**config.mk**
```make
export PLATFORM = sky130hd
export DESIGN_NAME = bcd_scan_counter
export DESIGN_NICKNAME = d
export VERILOG_FILES = /design/src/rtl/bcd_scan_counter.sv
export SDC_FILE = /design/constraint.sdc
export NUM_CORES = 1
export LEC_CHECK = 0
export ABC_AREA = 1
export BUFFER_PORTS_ARGS = -buffer_cell sky130_fd_sc_hd__buf_2
export CAP_MARGIN = 10
export CORE_ASPECT_RATIO = 1.4
export CORE_MARGIN = 1.5
export CORE_UTILIZATION = 36
export CTS_BUF_LIST = sky130_fd_sc_hd__clkbuf_16
export CTS_CLUSTER_SIZE = 16
export DETAILED_ROUTE_END_ITERATION = 16
export MAX_ROUTING_LAYER = met4
export SLEW_MARGIN = 20
export SYNTH_ARGS = -nofsm -noshare
export SYNTH_HDL_FRONTEND = slang
export SYNTH_SLANG_ARGS = --single-unit
```
**constraint.sdc**
```tcl
create_clock -name iClk -period 2.09 [get_ports iClk]
set_input_delay 0.209 -clock iClk [delete_from_list [all_inputs] [get_ports iClk]]
set_output_delay 0.209 -clock iClk [all_outputs]
set_load 0.01 [all_outputs]
```
**src/rtl/bcd_scan_counter.sv**
```systemverilog
// Multi-digit BCD up/down counter with a time-multiplexed, active-low digit scanner.
// Optional leading-zero blanking is enabled by defining BCD_SCAN_BLANK_LZ_EN.
module bcd_scan_counter #(
  parameter int DIGITS   = 4,
  parameter int TICK_DIV = 100000,
  parameter int SCAN_DIV = 1000
) (
  input  logic              iClk,
  input  logic              iRst,
  input  logic              iEn,
  input  logic              iUp,
  input  logic              iClr,
  output logic [3:0]        oData,
  output logic [DIGITS-1:0] oSel,
  output logic              oCarry
);

  localparam int TW = (TICK_DIV > 1) ? $clog2(TICK_DIV) : 1;
  localparam int SW = (SCAN_DIV > 1) ? $clog2(SCAN_DIV) : 1;
  localparam int IW = (DIGITS > 1) ? $clog2(DIGITS) : 1;

  logic [TW-1:0] tickCnt;
  logic [SW-1:0] scanCnt;
  logic [IW-1:0] scanIdx;
  logic [3:0]    digits     [DIGITS];
  logic [3:0]    nextDigits [DIGITS];
  logic          tick;
  logic          scanAdv;
  logic          step;
  logic          ripple;
  logic          wrap;
  logic          blank;
  logic          zeroAbove;

  assign tick    = (tickCnt == TW'(TICK_DIV - 1));
  assign scanAdv = (scanCnt == SW'(SCAN_DIV - 1));
  assign step    = tick & iEn & ~iClr;

  always_ff @(posedge iClk) begin
    if (iRst || tick) begin
      tickCnt <= '0;
    end else begin
      tickCnt <= tickCnt + TW'(1);
    end
  end

  // Ripple carry/borrow through the digits; a ripple that survives the top digit is a wrap.
  always_comb begin
    ripple = 1'b1;
    for (int i = 0; i < DIGITS; i++) begin
      nextDigits[i] = digits[i];
      if (ripple) begin
        if (iUp) begin
          if (digits[i] == 4'd9) begin
            nextDigits[i] = 4'd0;
          end else begin
            nextDigits[i] = digits[i] + 4'd1;
            ripple        = 1'b0;
          end
        end else begin
          if (digits[i] == 4'd0) begin
            nextDigits[i] = 4'd9;
          end else begin
            nextDigits[i] = digits[i] - 4'd1;
            ripple        = 1'b0;
          end
        end
      end
    end
    wrap = ripple;
  end

  always_ff @(posedge iClk) begin
    if (iRst || iClr) begin
      for (int i = 0; i < DIGITS; i++) begin
        digits[i] <= 4'd0;
      end
    end else if (step) begin
      digits <= nextDigits;
    end
  end

  always_ff @(posedge iClk) begin
    if (iRst) begin
      oCarry <= 1'b0;
    end else begin
      oCarry <= step & wrap;
    end
  end

  always_ff @(posedge iClk) begin
    if (iRst) begin
      scanCnt <= '0;
      scanIdx <= '0;
    end else if (scanAdv) begin
      scanCnt <= '0;
      scanIdx <= (scanIdx == IW'(DIGITS - 1)) ? '0 : scanIdx + IW'(1);
    end else begin
      scanCnt <= scanCnt + SW'(1);
    end
  end

`ifdef BCD_SCAN_BLANK_LZ_EN
  // Walk from the top digit down so zeroAbove covers the current slot and everything above it.
  always_comb begin
    zeroAbove = 1'b1;
    blank     = 1'b0;
    for (int i = DIGITS - 1; i >= 0; i--) begin
      zeroAbove = zeroAbove & (digits[i] == 4'd0);
      if ((i != 0) && (IW'(i) == scanIdx)) begin
        blank = zeroAbove;
      end
    end
  end
`else
  always_comb begin
    zeroAbove = 1'b0;
    blank     = zeroAbove;
  end
`endif

  always_ff @(posedge iClk) begin
    if (iRst || blank) begin
      oSel  <= '1;
      oData <= 4'h0;
    end else begin
      oSel  <= ~(DIGITS'(1) << scanIdx);
      oData <= digits[scanIdx];
    end
  end

endmodule
```
After elaboration in Yosys (flattened, before gate mapping)

Cells that the tools add are included.

Output and inout bits: 9
Register bits after elaboration: 54
Input port bits: 5
Logic and storage cells: 77

Bitwise logic cells: 6
$lt $le $gt $ge: 1
Reduce and logical (&&, ||, !) cells: 10
Equality and inequality tests: 7
Mux-type cells: 31
Shift-type cells: 1
Add/subtract/negate cells: 11

Operator list:

| operator                                                  | count |
|---|---|
| two-way mux 4 bit                                         | 14 |
| adder 17 x 1 -> 17 bit (second input constant)            | 1 |
| equality test 17 bit (second input constant)              | 1 |
| adder 4 x 1 -> 4 bit (second input constant)              | 4 |
| equality test 4 bit (second input constant)               | 4 |
| logical NOT 4 bit                                         | 4 |
| subtractor 4 x 1 -> 4 bit (second input constant)         | 4 |
| two-way mux 1 bit                                         | 15 |
| adder 10 x 1 -> 10 bit (second input constant)            | 1 |
| equality test 10 bit (second input constant)              | 1 |
| binary-select mux 4 bit (select 2 bit)                    | 1 |
| AND reduction 2 bit                                       | 3 |
| NOT 4 bit                                                 | 1 |
| left shift 1 x 2 -> 4 bit (first input constant)          | 1 |
| bitwise AND 1 bit                                         | 3 |
| greater-or-equal comparator 3 bit (second input constant) | 1 |
| NOT 2 -> 3 bit                                            | 1 |
| adder 2 x 1 -> 2 bit (second input constant)              | 1 |
| equality test 2 bit (second input constant)               | 1 |
| logical OR 1 bit                                          | 2 |
| two-way mux 2 bit                                         | 1 |
| OR reduction 2 bit                                        | 1 |
| NOT 1 bit                                                 | 1 |

Depth between registers and ports, before layout

Gate-level depths: netlist (run 1).

Word-level depth: 7
Gate-level depth with buffers: 11
Gate-level depth less buffers: 11

Worst setup path after synthesis (run 1)

Ideal clock, no wire load.

Path type: register to register
Start point: reg tickCnt[0]
End point: reg digits[7] (netlist bit)
Stages on the path, launching flop included: 11
Path buffers: 0
Library setup time: 113 ps
Path slack: 665 ps
Clock period less this slack: 1425 ps
Required time: 1977 ps
Data arrival time: 1312 ps
Cells stage by stage: dfxtp_1 -> ha_1 -> nand2_1 -> nor2_4 -> nand3_2 -> nor2_4 -> nand3_4 -> nor2_4 -> nand2_1 -> nand2_1 -> nor2_1

Word-level cells in the longest chain between the ends: 4

Ends and longest elaborated chain:

| element                         | line | source |
|---|---|---|
| start, declared                 | 22   | `logic [TW-1:0] tickCnt;` |
| start signal, assigned          | 43   | `tickCnt <= tickCnt + TW'(1);` |
| equality test 17 bit            | 35   | `assign tick = (tickCnt == TW'(TICK_DIV - 1));` |
| bitwise AND 1 bit (2 in series) | 37   | `assign step = tick & iEn & ~iClr;` |
| AND reduction 2 bit (no line)   | n/a  |  |
| end signal, assigned            | 79   | `digits <= nextDigits;` |
| end, declared                   | 25   | `logic [3:0] digits [DIGITS];` |

No other way between the ends.
A chain may end at the register's enable or synchronous reset.

Worst setup path in the final report (run 1)

Start point: reg tickCnt[0]
End point: reg digits[2] (netlist bit)

Same word-level chain as after synthesis.

==> results.md, run 1 <==
Outcome:
- The flow ran to the end, and the final reports show no timing, DRC or antenna violations.

Placed design:
- The global placement routability congestion is 0.825.
- The cell area after placement is ~0.0032 sq mm.
- Input and output buffers added on the ports amount to 13.
- The HPWL reported at the end of detailed placement is 4890 um.

CTS:
- Buffers inserted to repair hold after CTS numbered 0.
- The number of gates resized after cts is 0.
- The post-CTS setup-driven buffer insertion count is 0.
- CTS built an H-tree with a depth of 2.
- The maximum clock insertion buffer count is 2.
- The CTS buffer count is 5.
- The CTS clock-pin slew for the worst setup and hold paths is 70 ps.
- TritonCTS built the clock tree.
- The cell sitting at the root of the clock tree is a sky130_fd_sc_hd__clkbuf_16.
- The number of clock sinks seen by CTS is 54.
- The clock reaches the later pin of the worst-skew pair after just under 300 ps.

Detailed routing:
- Once detail routing completed, the nets flagged for antenna violations numbered 0.
- The violation count after the first detailed-route iteration is approximately 120.
- The routed wire length is between 6000 and 7000 um.
- For this run, the detailed router's first-pass iteration total came to 4.
- Summing over every cut layer, the via total after detailed routing is 2744.
- After detailed routing, the number of remaining DRC violations is 0.
- The routed length per instance is approximately 11 um.
- The via density per instance is 4.77.

Critical path:
- STA classifies the critical path startpoint as a flip-flop.
- STA classifies the critical path endpoint as a flip-flop.
- The worst setup path startpoint is tickCnt[0].
- The largest fanout of any net on the critical path is 7.
- The worst endpoint required time is 2280 ps.
- The depth of the worst register-to-register path is 8.
- The critical path in this run is classified as flip-flop to flip-flop.
- The arrival time of data at the critical path endpoint is 1800 ps.
- The startpoint of the lowest-slack register-to-register path is tickCnt[0].

Synth:
- In the synthesized netlist the async set-or-reset flop fraction comes to 0%.
- The share of the yosys chip area belonging to registers is 35.6%.
- Counting distinct cell types in the post-synthesis netlist gives 35.
- In the synthesized netlist, the number of instances is roughly 460.
- Among all flip-flop cells after synthesis, the most frequent one is sky130_fd_sc_hd__dfxtp_1.
- Yosys mapped a number of flops with a built-in enable equal to 0.
- The post-synthesis cell area is approximately 0.003 sq mm.
- Yosys printed 0 warnings.
- Counting flops and latches in the post-synthesis netlist gives 54.
- The post-synthesis net count is ~470.
- The post-synthesis area per instance is ~6.7 sq um.

Power:
- The part of the total power dissipated in sequential elements is a little over half.
- The power density relative to cell area is 573 mW/mm^2.
- Cell internal power was estimated by the tool at 1.50 mW.
- The power share of the clock group is about two fifths.
- The share of total power in combinational logic is under 10%.
- VDD sags by at most 309 uV.
- The analysis attributes to cell leakage a power of 1.41 nW.
- The proportion of total power due to net switching is 22.2%.
- The switching power total is 430 uW.

Final layout:
- Summing all multi-input logic gate instances after layout gives 0.00171 sq mm.
- Counting the fill cells in the layout gives approximately 890.
- The area growth from synthesis to layout is 11.0%.
- The final core utilization is 41.2%.
- The repair_antennas step left the layout with diodes totalling 0.
- The finished cells cover 0.00337 sq mm.
- At the end of the flow, the number of nets in the layout was ~480.
- The area taken by flip-flops and latches is 0.00108 sq mm.
- Cells with a size suffix above 1 make up ~14% of the layout.

Timing:
- The number of hold violations in the final report is 0.
- Clock skew on the completed layout was measured at 7.26 ps.
- Hold timing on the final database bottoms out at a slack of 171 ps.
- The slew at the pin closest to its max-slew limit is 470 ps.
- The setup TNS is 0 ps.
- The final worst-path cycle share is between 70 and 80%.
- Setup repair after global routing left no endpoint under its margin.
- Timing would allow up to about 620 MHz.
- The count of endpoints failing setup in the final report is 0.
- The final number of max-transition violations is 0.
- For the finished layout, the period the worst path requires is 1620 ps.
- The worst pin sits at a relative slew slack of 68.5%.

Global routing:
- Summed over all layers, the global routing overflow is 0.
- Global routing consumed, over all layers together, about 16% of the routing resources.
- The via count of the first global-routing pass is 2598.
- The number of antenna violations at the first check in global routing is 0.
- The maximum number of pins on one net before global-route repair is 17.
- The wire length of the first global-routing pass is 11100 um.

Floorplanning:
- The die is 80.7 um wide.
- The height of the chip is 112 um.
- The number of ports placed on the die boundary is 14.
- For this configuration, the core starts out at a cell density of 37.1%.
- The row count is 39.
- The die covers about 0.009 sq mm.
- The total core area is 0.00820 sq mm.

Hold path:
- The worst hold path passes through 2 cells.
- The class of the tightest hold or removal check is input port to flip-flop.
- In this run the most critical hold path is launched from iRst.

Job:
- The max-capacitance violation count is 0.
==> per-layer routing <==
| layer | part of all wire, % | vias up | GRT usage, % |
|---|---|---|---|
| li1 | - | 1476 | - |
| met3 | 2.7 | 9 | 2.70 |
| met2 | 52 | 39 | 28.1 |
| met5 | 0 | - | - |
| met1 | 43 | 1220 | 17.4 |
| met4 | 2.2 | 0 | 6.55 |
==> path summary, 6_finish.rpt <==
kind                 to  slack, ps
max reg2reg   digits[2]        470
min reg2reg  scanCnt[0]        450
min            oData[0]        170
max           digits[2]        470
==> sequential cells by signal (all words and copies together) (netlist names) <==
name	flops
digits	16
oCarry	1
oData	4
oSel	4
scanCnt	10
scanIdx	2
tickCnt	17
==> through the flow <==
| step | setup WS [ps] | power (mW) | instances |
|---|---|---|---|
| 4_1_cts | 478 | 1.97 | 575 |
| 3_3_place_gp | 501 | 1.16 | 568 |
| 2_1_floorplan | 665 | 1.13 | 455 |
| 3_5_place_dp | 493 | 1.16 | 568 |
| 5_1_grt | 287 | 2.02 | 575 |
| 6_report | 473 | 1.93 | 575 |
==> kinds of logic after synthesis <==
| logic type | after synthesis | synth area share (%) |
|---|---|---|
| DFF | 54 | 35.6 |
| adders and majority gates | 6 | 2.47 |
| and+or+nand+nor | 256 | 39.4 |
| AOI/OAI and AO/OA | 62 | 10.6 |
| buffers and inverters | 64 | 8.23 |
| xor gates and xnor gates | 13 | 3.74 |
==> Yosys cell counts, types with 2 or more instances <==
library cell	count	area share, %
sky130_fd_sc_hd__nand2_2	3	0.62
sky130_fd_sc_hd__nor3_1	7	1.2
sky130_fd_sc_hd__ha_1	6	2.5
sky130_fd_sc_hd__buf_2	4	0.66
sky130_fd_sc_hd__nor2_1	83	10
sky130_fd_sc_hd__nand3_2	3	0.99
sky130_fd_sc_hd__nand3_4	3	1.7
sky130_fd_sc_hd__nand3_1	20	3.3
sky130_fd_sc_hd__nor2_2	7	1.4
sky130_fd_sc_hd__xor2_1	12	3.5
sky130_fd_sc_hd__nor3b_1	2	0.49
sky130_fd_sc_hd__nand4_1	5	1.0
sky130_fd_sc_hd__clkinv_1	2	0.25
sky130_fd_sc_hd__a21oi_1	33	5.4
sky130_fd_sc_hd__nor2_4	7	2.6
sky130_fd_sc_hd__nand2_1	110	14
sky130_fd_sc_hd__inv_1	43	5.3
sky130_fd_sc_hd__dfxtp_1	54	36
sky130_fd_sc_hd__o21ai_0	24	4.0
sky130_fd_sc_hd__inv_2	12	1.5
==> area by class of cell <==
| type | instances | share of cell area, % |
|---|---|---|
| Sequential cell | 54 | 32.0 |
| Inverter | 57 | 6.34 |
| Clock buffer | 5 | 3.71 |
| Timing Repair Buffer | 18 | 3.04 |
| Tap cell | 102 | 3.78 |
| Multi-Input combinational cell | 337 | 50.6 |
| Clock inverter | 2 | 0.445 |
==> power by group through the flow <==
stage / Sequential (mW) / Combinational (mW) / Clock (mW)
2_1_floorplan: 1.07 / 0.0600 / 0
3_3_place_gp: 1.07 / 0.0876 / 0
3_5_place_dp: 1.07 / 0.0890 / 0
4_1_cts: 1.05 / 0.0890 / 0.833
5_1_grt: 1.05 / 0.101 / 0.869
6_report: 1.05 / 0.0879 / 0.801
==> critical path: stages (launching register included) <==
cell and delay (ps):
sky130_fd_sc_hd__dfxtp_1 350, sky130_fd_sc_hd__ha_1 170, sky130_fd_sc_hd__nand2_1 100, sky130_fd_sc_hd__nor2_4 140
sky130_fd_sc_hd__nand3_2 120, sky130_fd_sc_hd__nor3_2 380, sky130_fd_sc_hd__nand3_1 130, sky130_fd_sc_hd__nand2_1 80
sky130_fd_sc_hd__nor2_1 40
==> cell usage in the layout, fill, tap and decap left out, types with 5 or more instances in the layout <==
master                      count
sky130_fd_sc_hd__a21oi_1       33
sky130_fd_sc_hd__buf_2         13
sky130_fd_sc_hd__buf_4          5
sky130_fd_sc_hd__clkbuf_16      5
sky130_fd_sc_hd__dfxtp_1       54
sky130_fd_sc_hd__ha_1           6
sky130_fd_sc_hd__inv_1         43
sky130_fd_sc_hd__inv_2         12
sky130_fd_sc_hd__nand2_1      110
sky130_fd_sc_hd__nand3_1       20
sky130_fd_sc_hd__nand4_1        5
sky130_fd_sc_hd__nor2_1        83
sky130_fd_sc_hd__nor2_2         7
sky130_fd_sc_hd__nor2_4         7
sky130_fd_sc_hd__nor3_1         7
sky130_fd_sc_hd__o21ai_0       24
sky130_fd_sc_hd__xor2_1        12
Power figures use the tool's default switching activity.
==> inputs of run 2 (changes only) <==
==> constraint.sdc (replaced) <==
create_clock -name iClk -period 1.6 [get_ports iClk]
set_input_delay 0.16 -clock iClk [delete_from_list [all_inputs] [get_ports iClk]]
set_output_delay 0.16 -clock iClk [all_outputs]
set_load 0.01 [all_outputs]
==> run 2 against run 1 <==
Effect of this change:
- critical path depth rose by 2
- die area unchanged
- sequential power is 30% higher
- cell area up 3.7%
- non-clock buffer count is 11 higher
- cell count up 2.1%
- maximum frequency grew 5.5%
- largest power group unchanged
- wire length grew 2.5%
- sequential share of layout area is 1.1 points lower
- critical path type unchanged
==> results.md, run 2 (synthesized netlist as in run 1, its figures left out) <==
Outcome:
- The flow ran to the end, and the final reports show no timing, DRC or antenna violations.

CTS:
- The CTS clock-pin slew for the worst setup and hold paths is roughly 70 ps.
- The cell at the root of the clock tree is sky130_fd_sc_hd__clkbuf_16.
- The clock tree from TritonCTS is yes.
- In this run the number of H-tree levels came out at 2.
- In this run, post-CTS hold repair placed 0 buffers.
- In this run the deepest clock path goes through 2 buffers.
- The clock latency of the later-clocked register in the worst-skew pair is 290 ps.
- Clock tree synthesis found a total of 54 sinks.
- Buffers inserted during clock tree synthesis total 5.

Critical path:
- The startpoint of the lowest-slack register-to-register path is tickCnt[1].
- The largest individual stage delay along the critical path comes from the cell sky130_fd_sc_hd__dfxtp_2.
- The largest single stage delay on the critical path is 350 ps.
- The worst register-to-register path ends at digits[7].
- Data on the critical path is required at its endpoint by 1790 ps.
- The signal on the critical path passes through ha_4, nand2_4, nor2_4, nand3_2, nor2_4, nand3_4, nor2_4, nand2_1, nand2_1, nor2_1.
- The worst setup path is captured at a flip-flop.
- Data arrives at the worst endpoint at 1730 ps.
- The largest fanout of any net on the critical path is 7.
- The register-to-register setup slack is 70 ps.
- Counting stages on the worst path, the most repeated cell is sky130_fd_sc_hd__nor2_4.
- Tracing the worst setup path back leads to its startpoint at tickCnt[1].
- STA classifies the critical path startpoint as a flip-flop.
- The depth of the worst register-to-register path is 10.
- The critical path is of the flip-flop to flip-flop type.

Global routing:
- The number of antenna violations at the first check in global routing is 0.
- The met3 usage is 3.11%.
- met2 is the most crowded layer.
- Across every metal layer, demand over resource in global routing totals 15.9%.
- The overflow left after global routing is 0.
- The wire length of the first global-routing pass is 10900 um.
- The maximum number of pins on one net before global-route repair is 16.
- The via count of the first global-routing pass is 2487.
- The met1 routing resource usage after global routing is 17.3%.
- The met2 usage is 27.9%.

Power:
- The proportion of total power due to net switching is approximately 22%.
- Of the total power, the clock network draws 40.9%.
- Cell internal power was estimated by the tool at 1.97 mW.
- The switching power total is between 500 and 600 uW.
- The static leakage power is roughly 1.5 nW.
- Sequential cells burn 54.1% of the power.
- The power density relative to cell area is 724 mW/mm^2.
- The power consumption is 2.53 mW.
- The maximum ir drop on the vdd rail is 406 uV.
- The share of total power in combinational logic is between 5 and 6%.

Timing:
- The clock arrives with around 5 ps of skew.
- After layout, the worst path uses 95.8% of the clock period.
- The final number of max-transition violations came to 0.
- Setup repair after global routing could not meet its margin everywhere.
- Across all setup checks in the final design, the least slack found is 66.8 ps.
- The worst path in the final design needs a cycle of ~1500 ps, including I/O delays and setup.
- For the pin with the worst max-slew slack, the measured transition is between 300 and 400 ps.
- Setup violations remaining at the end of the flow were counted as 0.
- The worst max-slew margin expressed relative to the limit is 74.0%.
- For this run, the top clock speed supported by timing is between 600 and 700 MHz.
- The number of hold violations in the final report came to 0.
- Hold is met by 103 ps.

Detailed routing:
- In the routed layout, each cell is associated on average with a via count of 4.73.
- For this run, the detailed router's first-pass iteration total came to 4.
- The routed wire length is 6440 um.
- The routed layout has 2779 vias.
- The violation count after the first detailed-route iteration is ~180.
- After detailed routing, the average wire length per cell comes to 11.0 um.
- In this run the remaining antenna-violating nets after routing total 0.
- After detailed routing, the number of remaining DRC violations is 0.

Final layout:
- In the final layout, the share of cells above drive strength 1 is 16.7%.
- The area growth from synthesis to layout is 15.1%.
- The repair_antennas step left the layout with diodes totalling 0.
- The most common cell after layout, fill and taps aside is sky130_fd_sc_hd__nand2_1.
- The register with the most flip-flops in the layout has 17 of them.
- Measured on the finished design, the core utilization comes to 42.7%.
- In the final layout, the registers with the most flip-flops are tickCnt x17, digits x16, scanCnt x10.
- Leaving out fill and tap cells, the most frequent cells in the layout are sky130_fd_sc_hd__nand2_1 (107), sky130_fd_sc_hd__nor2_1 (81), sky130_fd_sc_hd__dfxtp_1 (52), sky130_fd_sc_hd__inv_1 (43), sky130_fd_sc_hd__a21oi_1 (33).
- The layout has 866 filler cells.
- More flip-flops sit in one register than any other, and that register is tickCnt.
- The finished cells cover 0.00350 sq mm.
- For this run, the post-layout net count is just under 500.

Placed design:
- Before CTS, the worst setup slack after placement is 45.1 ps.
- The HPWL reported at the end of detailed placement is 5010 um.
- Routability-driven placement finished with a final weighted congestion of 0.837.
- Port buffering added 13 buffers.
- The placed instances occupy a cell area of 0.00329 sq mm.

Hold path:
- The worst min-delay path startpoint is iRst.
- The tightest min-delay check is of the input port to flip-flop type.
- The hold path endpoint is oData[3].
- Counting instances, the worst hold path has a depth of 2.

Job:
- The max-capacitance violation count is 0.

Floorplanning:
- For this design the top-level I/O count stands at 14.
- The die covers 0.00901 sq mm.
- The total core area is approximately 0.008 sq mm.
- The die is 112 um tall.
- From left edge to right edge, the die measures 80.7 um.
- For this configuration, the core starts out at a cell density of 37.1%.
- In this run the core area contains 39 standard-cell rows.
-- run 2: repair_timing --
item | in CTS | in global routing
buffers inserted | 0 | 3
resized for setup | 0 | 13
endpoints found under the setup margin | 0 | 27
-- run 2: critical path, delay by kind of cell, from the launching register on --
| family | cells | cell delay, ps |
|---|---|---|
| fa+ha+maj | 1 | 150 |
| flops | 1 | 350 |
| simple gates | 9 | 920 |
-- run 2: layout make-up --
cell class / instances / area, sq um / share of cell area [%]
Clock inverter: 3 / 11.3 / 0.322
Clock buffer: 5 / 125 / 3.58
Sequential cell: 54 / 1080 / 31.0
Inverter: 57 / 214 / 6.12
Tap cell: 102 / 128 / 3.65
Timing Repair Buffer: 29 / 185 / 5.29
Multi-Input combinational cell: 337 / 1750 / 50.1
-- run 2: power groups by stage --
stage | registers [mW] | clock network (mW) | logic [mW]
2_1_floorplan | 1.40 | 0 | 0.0783
3_3_place_gp | 1.40 | 0 | 0.118
3_5_place_dp | 1.40 | 0 | 0.120
4_1_cts | 1.37 | 1.08 | 0.120
5_1_grt | 1.37 | 1.14 | 0.149
6_report | 1.37 | 1.04 | 0.129
-- run 2: metrics by stage --
stage	setup TNS [ps]	cells
floorplan	0	455
global placement	0	576
detailed placement	0	576
CTS	0	584
global route	-42.1	587
finish	0	587
-- run 2: how the worst max path moves through the flow --
stage / slack, ps / cells after the start / endpoint
finish: 70 / 10 / digits[7]
detailed placement: 50 / 8 / tickCnt[9]
global placement: 70 / 10 / digits[7]
global route: -40 / 10 / digits[7]
CTS: 30 / 8 / tickCnt[9]
floorplan: 180 / 10 / digits[7]
-- run 2: metal layers --
| metal | up-vias | wire, um |
|---|---|---|
| met3 | 8 | 187 |
| met4 | 0 | 124 |
| li1 | 1505 | - |
| met2 | 40 | 3310 |
| met5 | - | 0 |
| met1 | 1226 | 2820 |
